===== config.mk =====
export PLATFORM = sky130hd
export DESIGN_NAME = bcd_updown_counter_n
export DESIGN_NICKNAME = d
export VERILOG_FILES = /design/src/rtl/bcd_updown_counter_n.sv
export SDC_FILE = /design/constraint.sdc
export NUM_CORES = 1
export LEC_CHECK = 0
export ABC_AREA = 1
export BUFFER_PORTS_ARGS = -buffer_cell sky130_fd_sc_hd__buf_2
export CAP_MARGIN = 20
export CORE_MARGIN = 5
export CORE_UTILIZATION = 55
export DETAILED_ROUTE_END_ITERATION = 8
export PLACE_DENSITY = 0.82
export SETUP_SLACK_MARGIN = 0.5
export SYNTH_ARGS = -nofsm -noshare
export SYNTH_HDL_FRONTEND = slang
export SYNTH_SLANG_ARGS = --single-unit

===== constraint.sdc =====
create_clock -name clk -period 2.4 [get_ports clk]
set_input_delay 0.24 -clock clk [delete_from_list [all_inputs] [get_ports clk]]
set_output_delay 0.24 -clock clk [all_outputs]
set_load 0.1 [all_outputs]

===== src/rtl/bcd_updown_counter_n.sv =====
// N-digit synchronous BCD up/down counter with validated parallel load,
// optional saturation at the range ends, look-ahead terminal count and
// registered wrap / load-error pulses.
module bcd_updown_counter_n #(
   parameter int DIGITS   = 4,
   parameter bit SATURATE = 1'b0
) (
   input  logic                  clk,
   input  logic                  reset,
   input  logic                  en,
   input  logic                  mode,
   input  logic                  load,
   input  logic [4*DIGITS-1:0]   din,
   output logic [4*DIGITS-1:0]   q,
   output logic                  tc,
   output logic                  wrap_o,
   output logic                  load_err
);

   localparam int W = 4 * DIGITS;

   logic [W-1:0] q_q, q_d;
   logic         wrap_q, wrap_d;
   logic         err_q, err_d;
   logic         all9, all0, din_ok, at_end;
   logic         carry;
   logic [3:0]   dig;

   // Range-end detection on the current count and BCD validation of din
   always_comb begin
      all9   = 1'b1;
      all0   = 1'b1;
      din_ok = 1'b1;
      for (int i = 0; i < DIGITS; i++) begin
         if (q_q[4*i +: 4] != 4'd9) all9 = 1'b0;
         if (q_q[4*i +: 4] != 4'd0) all0 = 1'b0;
         if (din[4*i +: 4] > 4'd9)  din_ok = 1'b0;
      end
      at_end = mode ? all0 : all9;
   end

   // Next count: load has priority over counting; digits ripple on the
   // look-ahead condition "all lower digits at 9 (up) / at 0 (down)"
   always_comb begin
      q_d    = q_q;
      wrap_d = 1'b0;
      err_d  = 1'b0;
      carry  = 1'b1;
      dig    = 4'd0;
      if (load) begin
         if (din_ok) q_d   = din;
         else        err_d = 1'b1;
      end else if (en) begin
         if (!(SATURATE && at_end)) begin
            wrap_d = at_end;
            for (int i = 0; i < DIGITS; i++) begin
               dig = q_q[4*i +: 4];
               if (carry) begin
                  if (mode) begin
                     q_d[4*i +: 4] = (dig == 4'd0) ? 4'd9 : dig - 4'd1;
                     carry         = (dig == 4'd0);
                  end else begin
                     q_d[4*i +: 4] = (dig == 4'd9) ? 4'd0 : dig + 4'd1;
                     carry         = (dig == 4'd9);
                  end
               end
            end
         end
      end
   end

   // State registers with synchronous active-high reset taking priority
   always_ff @(posedge clk) begin
      if (reset) begin
         q_q    <= '0;
         wrap_q <= 1'b0;
         err_q  <= 1'b0;
      end else begin
         q_q    <= q_d;
         wrap_q <= wrap_d;
         err_q  <= err_d;
      end
   end

   assign q        = q_q;
   assign wrap_o   = wrap_q;
   assign load_err = err_q;
   assign tc       = en & ~load & at_end;

endmodule


* After elaboration in Yosys (flattened, before gate mapping) *
Index checks and enable logic that the tools add are counted.

word-level totals
  bits in registers = 18
  input port bits = 21
  word-level logic and storage cells = 92

operators by class
  add/subtract/negate cells = 8
  order comparisons = 4
  eq/ne operators = 9
  mux-type cells = 43
  bitwise logic cells = 4
  reductions and logical operators = 18

operators by type and width
  operator               number
  $mux W4                15
  $mux W16               3
  $mux W1                25
  $add A4 B1 Y4 const B  4
  $eq A4 B4 Y1 const B   4
  $gt A4 B4 Y1 const B   4
  $logic_not A4 Y1       4
  $ne A4 B4 Y1 const B   4
  $reduce_bool A4 Y1     4
  $sub A4 B1 Y4 const B  4
  $reduce_and A3 Y1      3
  $reduce_bool A2 Y1     4
  $reduce_or A3 Y1       1
  $and A1 B1 Y1          2
  $ne A2 B1 Y1 const B   1
  $not A1 Y1             2
  $reduce_and A2 Y1      1
  $reduce_or A2 Y1       1

* Longest topological paths before layout *
  depth after elaboration = 13
  mapped depth = 10

* Worst setup path before layout *
Ideal clock, no wire load.

  kind = register -> register
  from = register q_q[3], in the netlist q[3]
  to = register wrap_q, in the netlist wrap_o
  setup time = 0.064 ns
  arrival time = 2.760 ns
  slack = -0.425 ns
  cell stages (with the launch flop) = 10
  clock period less this slack = 2.825 ns
  cell sequence = dfxtp_1 -> inv_2 -> nor2_4 -> nand2_2 -> inv_1 -> nand2_1 -> nor3_1 -> nand2_1 -> a21oi_2 -> and2_1

between the ends
  cells in the longest elaborated chain, start to end = 6
  elaborated cells between the ends (all ways) = 11
  classes of those cells = 1 x eq/ne; 9 x mux; 1 x reduce/logical

ends and longest elaborated chain
  element                                                    line    source
  from (decl)                                                22      logic [W-1:0] q_q, q_d;
  from (signal assigned)                                     79      q_q <= q_d;
  $ne A4 B4 Y1 / $reduce_bool A4 Y1 (equally long branches)  35, 36
  $mux W1, on equally long branches (4 in series)            35, 36
  $mux W1 (*)                                                39      at_end = mode ? all0 : all9;
  to (signal assigned)                                       80      wrap_q <= wrap_d;
  to (decl)                                                  23      logic wrap_q, wrap_d;

Every way passes the cells marked *; elsewhere a longest branch is shown, timed or not.
A chain may end at the register's enable or synchronous reset.

* Worst setup path after layout *
  from = register q_q[14], in the netlist q[14]
  to = output port tc

between the ends
  cells in the longest elaborated chain, start to end = 4
  elaborated cells between the ends (all ways) = 6
  classes of those cells = 1 x eq/ne; 3 x mux; 1 x bitwise; 1 x reduce/logical

ends and longest elaborated chain
  element                                                    line    source
  $ne A4 B4 Y1 / $reduce_bool A4 Y1 (equally long branches)  35, 36
  $mux W1, on equally long branches                          35, 36
  $mux W1 (*)                                                39
  $and A1 B1 Y1 (*)                                          88      assign tc = en & ~load & at_end;
  to (decl)                                                  15      output logic tc,

Marked as above.

==> run_results.csv <==
group,metric,value,unit
cells_and_area,post-route-util,71.8,%
cts,root_buffer,"clkbuf_4",
global_route,overflow,0,
routing,antenna_left,0,
cells_and_area,nets,345,
cts,cts.htree.levels,1,
timing,slew_viol_final,0,
worst_setup_path,worst_r2r_path_depth,10,
yosys,synthMuxAreaShare,0,%
routing,wire_per_inst,12.1,µm
power,p_leak,1.03,nW
placed_design,dp_hpwl,3150,µm
cells_and_area,layout_common_cells,"nand2_1 (100), nor2_1 (42), buf_2 (38)",
global_route,gr-usage-all-layers,20.9,%
timing,worstMarginPinSlew,533,ps
floorplan,die_y,63.2,µm
worst_setup_path,crit_arrival,1650,ps
placed_design,postPlaceCellArea,1830,µm²
power,ir_worst_vdd,0.000428,V
floorplan,rows,19,
yosys,synthAdderAreaFrac,0,%
yosys,synth-seq-cells,18,
cts,clk_pin_slew,120,ps
yosys,ys_seq_area_share,23.2,%
cells_and_area,drive_gt1_share,29.4,%
yosys,yosys.area.top_type,"nand2_1",
worst_setup_path,required,2160,ps
job,drv_cap,0,
timing,relSlewSlack,64.4,%
run_status,outcome,"finished, final reports clean",
routing,drt_iter0_markers,124,
cts,clock-sinks,18,
worst_setup_path,worstSetupEndpointType,"output pin",
global_route,grt_pass1_wl,7090,µm
cells_and_area,post-route-cell-area,1960,µm²
placed_design,io_buffer_count,39,
power,power_density,530,nW/µm²
power,p_total,1.04,mW
floorplan,die_area,3990,µm²
timing,finClkSkew,4.84,ps
yosys,synth-xor-area-share,1.69,%
timing,setup_viol,0,
routing,drc,0,
cts,ctsHoldBuffers,0,
worst_setup_path,cp_max_fo,7,
routing,drt_first_pass_iters,4,
timing,period_share,78.6,%
cells_and_area,synthToLayoutAreaGrowth,26.0,%
yosys,synth_top_family_by_area,"simple AND/OR/NAND/NOR gates",
yosys,syn_area,1560,µm²
yosys,syn_inst,278,
cts,clk_latency,290,ps
timing,max_freq,0.530,GHz
floorplan,core_area,2730,µm²
cells_and_area,final_cells,354,
placed_design,gp_congestion,0.948,
floorplan,ios,40,
global_route,grt_max_degree,21,
routing,wirelength,4270,µm
global_route,antenna_found_initial,0,
routing,vias,1845,
cts,numCtsBuffers,3,
yosys,synth-simple-area-share,52.8,%
min_path,hp-class,"input pin to flop",
timing,hold_viol_final,0,
cts,cts_tree,"built",
timing,setup_tns,0,ps
worst_setup_path,worst-setup-path-type,"flop to output pin",
min_path,holdPathStages,2,
yosys,yosysTopAreaCellShare,24.1,%
routing,viasPerCell,5.21,
timing,period_needed,1890,ps
placed_design,place_inst,343,
global_route,grt_pass1_vias,1624,
cts,cts_buffer_depth,2,
timing,rsz0062_at_grt,"true",
yosys,synth_nets,299,
cells_and_area,final_common_cell,"nand2_1",
yosys,yosysWarnings,0,
cells_and_area,num_antenna_cells,0,
yosys,ys_types,28,
worst_setup_path,startpoint_type,"flop",
yosys,avgSynthCellArea,5.60,µm²
yosys,synth-compound-area-share,13.8,%
floorplan,die_w,63.2,µm
yosys,ys_top_cells_by_area,"nand2_1 (24%), dfxtp_1 (23%), nor2_1 (11%)",
floorplan,initial_core_util,56.9,%
Yosys cell counts, drive strengths merged:
cell type / count
buf: 5
or2: 1
o21ai: 18
o211ai: 3
xor2: 3
o22ai: 2
nor3: 3
nand2: 107
a21oi: 15
and2: 2
nor2: 50
nand4: 3
clkbuf: 2
inv: 26
dfxtp: 18
nand3: 20
sequential cells by signal, indices dropped and copies added, names as in the netlist:
register and count:
q 16, load_err 1, wrap_o 1
worst paths after layout:
kind	from	end	slack [ps]
setup reg to reg	q[6]	q[11]	930
hold reg to reg	q[0]	q[0]	510
setup / recovery	q[14]	tc	510
hold / removal	reset	q[2]	200
metrics by stage:
step	worst slack [ps]	hold slack (ps)
after global placement	605	490
after CTS	514	198
after floorplan	454	299
after detailed placement	571	494
final	514	201
after global routing	389	186
cells by family after synthesis:
logic type / after synthesis
and+or+nand+nor: 186
DFF: 18
buffers and inverters: 33
AOI/OAI and AO/OA: 38
xor gates and xnor gates: 3
power by group:
group,internal (mW),leakage [nW],switching (mW)
clock network,0.0604,0.0154,0.104
registers,0.322,0.158,0.0387
logic,0.139,0.860,0.375
routing by layer:
layer,GRT usage [%],vias to the layer above,part of all wire (%)
met1,27.8,813,45
met3,2.84,6,5.7
met4,5.71,0,0.96
li1,-,978,-
met2,35.3,48,48
met5,0,-,0
final cells by class:
class | instances | area, µm²
clock buffers | 3 | 22.5
clock inverters | 1 | 3.75
fillers | 256 | 772
inverters | 26 | 97.6
multi-input cells | 227 | 1110
flip-flops and latches | 18 | 415
well taps | 31 | 38.8
repair buffers | 48 | 278
critical path: stages, from the launching register on:
cell,delay (ps)
dfxtp_4,370
inv_2,100
nand4_1,160
nor3_2,220
nand2_1,110
a21oi_4,210
buf_12,190
repair_timing:
action / 4_1_cts / 5_1_grt
buffers inserted: 3 / 4
resized for setup: 9 / 5
pin swaps: 3 / 3
setup endpoints to repair: 1 / 1
hold endpoints to repair: 0 / 0
Note: power is estimated with default switching activity, not from simulation.
